==> src/rtl/uart_frame_pkg.sv <==
// Shared types and defaults for the UART framing controller.
// UART_FRAME_TIMEOUT_EN (defined at build time) enables the inter-byte timeout.
package uart_frame_pkg;

  typedef enum logic [2:0] {
    ST_HUNT,
    ST_LEN,
    ST_PAYLOAD,
    ST_CSUM,
    ST_HOLD
  } frame_state_e;

  localparam logic [7:0]  DEF_SYNC_BYTE      = 8'hA5;
  localparam int unsigned DEF_TIMEOUT_CYCLES = 104160;

  // 8-bit running checksum; wraps silently.
  function automatic logic [7:0] csum_add(input logic [7:0] sum, input logic [7:0] b);
    return sum + b;
  endfunction

endpackage

==> src/rtl/uart_frame_ctrl_frame_buf.sv <==
// Payload store for uart_frame_ctrl: single write port, registered read port.
// Memory is not reset; only the read register clears.
module frame_buf #(
  parameter int unsigned DEPTH = 16,
  parameter int unsigned AW    = $clog2(DEPTH)
) (
  input  logic          clock,
  input  logic          reset,
  input  logic          wr_en,
  input  logic [AW-1:0] wr_addr,
  input  logic [7:0]    wr_data,
  input  logic [AW-1:0] rd_addr,
  output logic [7:0]    rd_data
);

  logic [7:0] mem [DEPTH];

  always_ff @(posedge clock) begin
    if (wr_en) mem[wr_addr] <= wr_data;
  end

  always_ff @(posedge clock or posedge reset) begin
    if (reset)                     rd_data <= '0;
    else if (32'(rd_addr) < DEPTH) rd_data <= mem[rd_addr];
    else                           rd_data <= '0;
  end

endmodule

==> src/rtl/uart_frame_ctrl.sv <==
// Frame controller behind the UART receiver: sync hunt, length/payload/checksum
// collection, hold/ack handoff. Optional timeout under UART_FRAME_TIMEOUT_EN.
module uart_frame_ctrl
  import uart_frame_pkg::*;
#(
  parameter logic [7:0]  SYNC_BYTE      = DEF_SYNC_BYTE,
  parameter int unsigned MAX_LEN        = 16
`ifdef UART_FRAME_TIMEOUT_EN
 ,parameter int unsigned TIMEOUT_CYCLES = DEF_TIMEOUT_CYCLES
`endif
) (
  input  logic                         clock,
  input  logic                         reset,
  input  logic                         rx_done,
  input  logic [7:0]                   rx_data,
  output logic                         frame_valid,
  output logic [$clog2(MAX_LEN+1)-1:0] frame_len,
  input  logic [$clog2(MAX_LEN)-1:0]   rd_addr,
  output logic [7:0]                   rd_data,
  input  logic                         frame_ack,
  output logic                         err_checksum,
  output logic                         err_length,
  output logic                         err_timeout,
  output logic                         err_overrun
);

  localparam int unsigned LW = $clog2(MAX_LEN+1);
  localparam int unsigned AW = $clog2(MAX_LEN);

  frame_state_e  state;
  logic [LW-1:0] len_q;
  logic [AW-1:0] idx;
  logic [7:0]    sum;
  logic          buf_we;

  assign buf_we = rx_done && (state == ST_PAYLOAD);

  frame_buf #(.DEPTH(MAX_LEN), .AW(AW)) u_buf (
    .clock   (clock),
    .reset   (reset),
    .wr_en   (buf_we),
    .wr_addr (idx),
    .wr_data (rx_data),
    .rd_addr (rd_addr),
    .rd_data (rd_data)
  );

`ifdef UART_FRAME_TIMEOUT_EN
  localparam int unsigned TW = $clog2(TIMEOUT_CYCLES);
  logic [TW-1:0] tmo_cnt;
`else
  assign err_timeout = 1'b0;
`endif

  always_ff @(posedge clock or posedge reset) begin
    if (reset) begin
      state        <= ST_HUNT;
      len_q        <= '0;
      idx          <= '0;
      sum          <= '0;
      frame_valid  <= 1'b0;
      frame_len    <= '0;
      err_checksum <= 1'b0;
      err_length   <= 1'b0;
      err_overrun  <= 1'b0;
`ifdef UART_FRAME_TIMEOUT_EN
      err_timeout  <= 1'b0;
      tmo_cnt      <= '0;
`endif
    end else begin
      err_checksum <= 1'b0;
      err_length   <= 1'b0;
      err_overrun  <= 1'b0;
      case (state)
        ST_HUNT: begin
          if (rx_done && rx_data == SYNC_BYTE) state <= ST_LEN;
        end
        ST_LEN: begin
          if (rx_done) begin
            if (32'(rx_data) > MAX_LEN) begin
              err_length <= 1'b1;
              state      <= ST_HUNT;
            end else begin
              len_q <= LW'(rx_data);
              sum   <= rx_data;
              idx   <= '0;
              state <= (rx_data == 8'h00) ? ST_CSUM : ST_PAYLOAD;
            end
          end
        end
        ST_PAYLOAD: begin
          if (rx_done) begin
            sum <= csum_add(sum, rx_data);
            if (LW'(idx) + LW'(1) == len_q) state <= ST_CSUM;
            else                            idx   <= idx + 1'b1;
          end
        end
        ST_CSUM: begin
          if (rx_done) begin
            if (rx_data == sum) begin
              frame_valid <= 1'b1;
              frame_len   <= len_q;
              state       <= ST_HOLD;
            end else begin
              err_checksum <= 1'b1;
              state        <= ST_HUNT;
            end
          end
        end
        ST_HOLD: begin
          // Bytes arriving while a frame is held (even on the ack cycle) are lost.
          err_overrun <= rx_done;
          if (frame_ack) begin
            frame_valid <= 1'b0;
            state       <= ST_HUNT;
          end
        end
        default: state <= ST_HUNT;
      endcase

`ifdef UART_FRAME_TIMEOUT_EN
      // Placed after the case so expiry overrides the idle-state hold; a byte
      // in the expiry cycle clears the counter and is processed above instead.
      err_timeout <= 1'b0;
      if ((state == ST_LEN || state == ST_PAYLOAD || state == ST_CSUM) && !rx_done) begin
        if (tmo_cnt == TW'(TIMEOUT_CYCLES - 1)) begin
          err_timeout <= 1'b1;
          tmo_cnt     <= '0;
          state       <= ST_HUNT;
        end else begin
          tmo_cnt <= tmo_cnt + 1'b1;
        end
      end else begin
        tmo_cnt <= '0;
      end
`endif
    end
  end

endmodule

==> config.mk <==
export PLATFORM = sky130hd
export DESIGN_NAME = uart_frame_ctrl
export DESIGN_NICKNAME = d
export VERILOG_FILES = /design/src/rtl/uart_frame_pkg.sv /design/src/rtl/uart_frame_ctrl_frame_buf.sv /design/src/rtl/uart_frame_ctrl.sv
export SDC_FILE = /design/constraint.sdc
export NUM_CORES = 1
export LEC_CHECK = 0
export ABC_AREA = 1
export CORE_UTILIZATION = 50
export DETAILED_ROUTE_END_ITERATION = 16
export DONT_BUFFER_PORTS = 1
export GPL_ROUTABILITY_DRIVEN = 0
export GPL_TIMING_DRIVEN = 1
export PLACE_DENSITY_LB_ADDON = 0.1
export SLEW_MARGIN = 20
export SYNTH_ARGS = -nofsm -noshare
export SYNTH_HDL_FRONTEND = slang
export SYNTH_SLANG_ARGS = --single-unit
export TNS_END_PERCENT = 10
==> constraint.sdc <==
create_clock -name clock -period 3.65 [get_ports clock]
set_input_delay 0.365 -clock clock [delete_from_list [all_inputs] [get_ports clock]]
set_output_delay 0.365 -clock clock [all_outputs]
set_load 0.03 [all_outputs]
==> qor.yml <==
routing:
  drtIter0Drc: 431
  drc: 0
  wl_per_cell_um: 19.4
  via_count: 4908
  vias_per_cell: 5.66
  dr.pass1.iters: 5
  ant_nets: 0
  routed_wl_um: 16800
power:
  clockPowerShare_pct: 37.9
  irDropWorstVdd_v: 0.000337
  comb_power_share_pct: 15.0
  netSwitchingFraction_pct: 28.1
  internal_power_mw: 3.47
  power_frac_seq_pct: 47.1
  leakage_nw: 2.98
  p_switching_mw: 1.35
  powerDensity_nw_per_um2: 603
critical_path:
  critPathMostFrequentCell: "inv_1"
  max_stage_delay_ns: 0.78
  crit_slowest_cell: "nor3_1"
  crit_type: "reg2reg"
  critPathBufInv: 2
  cp_max_fo: 15
  cp.arrival_ns: 2.44
  start_kind: "flop"
  cpLargestDelayFamily: "simple AND/OR/NAND/NOR gates"
  cp-end-kind: "flop"
  crit_required_ns: 3.70
  crit_chain: "inv_1, nand3_2, nor2_1, inv_1, nor3_1"
sta:
  skew_ns: 0.00658
  worst_slew_pin_slew_ns: 1.00
  hold_ws_ns: 0.0282
  period_share_pct: 65.5
  max_freq_ghz: 0.419
  hold_viol_final: 0
  rsz0062_at_grt: "false"
  setup_ws_ns: 1.26
  finalCriticalPeriod_ns: 2.39
  slew_viol_final: 0
  fin_setup_tns_ns: 0
  maxSlewHeadroom_pct: 32.6
  setup_viol: 0
clock_tree:
  cts_root_buf: "clkbuf_16"
  cts_htree_levels: 4
  cts.sinks: 165
  cts.path.max_buffers: 2
  clkLatencyLatePin_ns: 0.43
  cts_tree: "built"
  numCtsBuffers: 17
  cts_resized: 0
  clkSlewWorstSetupHoldPaths_ns: 0.07
place:
  dp_hpwl_um: 10500
  dp_cells: 834
  preCtsSetupSlack_ns: 1.24
  place.port_buffers: 0
cells_and_area:
  stdcell_count: 867
  nets: 702
  area_delta_synth_final_pct: 9.44
  antennaDiodeCount: 0
  drive_above_1_share_pct: 8.44
  fill_cells: 1210
logic_synthesis:
  avgSynthCellArea_sq_um: 10.7
  ys_async_sr_fraction_pct: 22.4
  yosysTopAreaCellShare_pct: 52.5
  ys_top_cells_by_area: "edfxtp_1 53%, dfrtp_1 13%, nor2_1 6.3%"
  synth_commonest_cells: "128 x edfxtp_1, 123 x nor2_1, 100 x nand2_1"
  synthFlopType: "edfxtp_1"
  synthCells: 682
  synth.cell_area_sq_um: 7320
  yosys.area.top_type: "edfxtp_1"
  ys_seq_elements: 165
  ys_seq_area_share_pct: 65.2
  yosysMostFrequentCell: "edfxtp_1"
  synth_edf_count: 128
  ys.warnings.count: 0
  synth_nets: 710
  yosysUniqueCellTypes: 38
flow_run:
  maxCapViolCount: 0
global_routing:
  grt_pass1_wl_um: 26400
  grt_start_max_net_pins: 66
  grt_pass1_vias: 4926
  grt_antenna_before_repair: 0
  overflow: 0
  grt.total_usage_pct: 24.5
floorplan:
  die_height_um: 123
  core-area_sq_um: 14100
  die_area_sq_um: 15100
  die_x_um: 123
  io_pins: 34
  num_rows: 43
  start_util_pct: 51.9
status:
  status: "completed"
min_path:
  hold_class: "in2reg"
through the flow:
stage,instance area (sq um),total power [mW],utilization [%]
after floorplan,7320,2.90,-
after global placement,7380,3.01,52.4
after detailed placement,7380,3.03,52.4
after CTS,8000,4.84,56.8
after global routing,8010,5.06,56.8
final,8010,4.82,56.8
registers in the layout (all words and copies together) (netlist names), 3 cells and up:
signal / flops
frame_len: 5
idx: 4
len_q: 5
state: 3
sum: 8
u_buf.mem: 128
u_buf.rd_data: 8
layer usage:
| metal | track usage (%) | wire [um] |
|---|---|---|
| met5 | 0 | 0 |
| met2 | 41.0 | 8380 |
| met3 | 5.63 | 732 |
| met4 | 9.91 | 396 |
| met1 | 30.6 | 7290 |
cells in the final DEF, fill, tap and decap left out, types with 11 or more instances in the layout:
| master | netlist | layout |
|---|---|---|
| clkbuf_16 | 0 | 17 |
| nand2_1 | 100 | 100 |
| inv_1 | 47 | 46 |
| ha_1 | 11 | 11 |
| nand3_1 | 32 | 32 |
| edfxtp_1 | 128 | 128 |
| o211ai_1 | 32 | 32 |
| o21ai_0 | 76 | 76 |
| nor2_1 | 123 | 123 |
| dfrtp_1 | 37 | 37 |
timing repair:
action / 4_1_cts / 5_1_grt
setup endpoints to repair: 0 / 0
hold endpoints to repair: 37 / 0
buffers inserted: 0 / 0
hold buffers: 1 / 0
final timing paths:
kind | start | to | slack (ns) | cells past startpoint
hold reg to reg | sum[6]$_DFFE_PP0P_ | sum[6]$_DFFE_PP0P_ | 0.48 | 2
setup reg to reg | state[0]$_DFFE_PP0P_ | u_buf.mem[7][2]$_DFFE_PP_ | 1.26 | 5
setup / recovery | state[0]$_DFFE_PP0P_ | u_buf.mem[7][2]$_DFFE_PP_ | 1.26 | 5
hold / removal | rx_data[5] | u_buf.mem[4][5]$_DFFE_PP_ | 0.03 | 0
min in group asynchronous | reset | len_q[2]$_DFFE_PP0P_ | 0.50 | 3
max in group asynchronous | reset | u_buf.rd_data[4]$_DFF_PP0_ | 2.77 | 3
cells by family (layout without fill, tap and decap cells):
group | Yosys count | in the layout | share of synthesized area [%]
AOI/OAI and AO/OA | 132 | 132 | 10.3
xor gates and xnor gates | 2 | 2 | 0.239
adders and majority gates | 12 | 12 | 2.15
buffers and inverters | 82 | 87 | 5.08
DFF | 165 | 165 | 65.2
other | 1 | 1 | 0.0513
and+or+nand+nor | 288 | 288 | 17.0
cell type report:
type	instances	area, sq um	share of cell area [%]
well taps	180	225	2.81
repair buffers	3	25.0	0.313
clock inverters	15	183	2.28
inverters	52	199	2.48
multi-input cells	435	2180	27.2
clock buffers	17	425	5.31
flip-flops and latches	165	4770	59.6
worst reg2reg max path, stage by stage (launching register included):
cell	delay, ns
dfrtp_1	0.43
inv_1	0.11
nand3_2	0.23
nor2_1	0.32
inv_1	0.14
nor3_1	0.78
power by group through the flow:
stage,clock (mW),combinational [mW],sequential (mW)
global route,1.93,0.840,2.29
detailed placement,0,0.719,2.31
finish,1.83,0.723,2.27
CTS,1.85,0.723,2.27
floorplan,0,0.614,2.28
global placement,0,0.705,2.31
No activity file was read; power rests on OpenSTA's default activity.
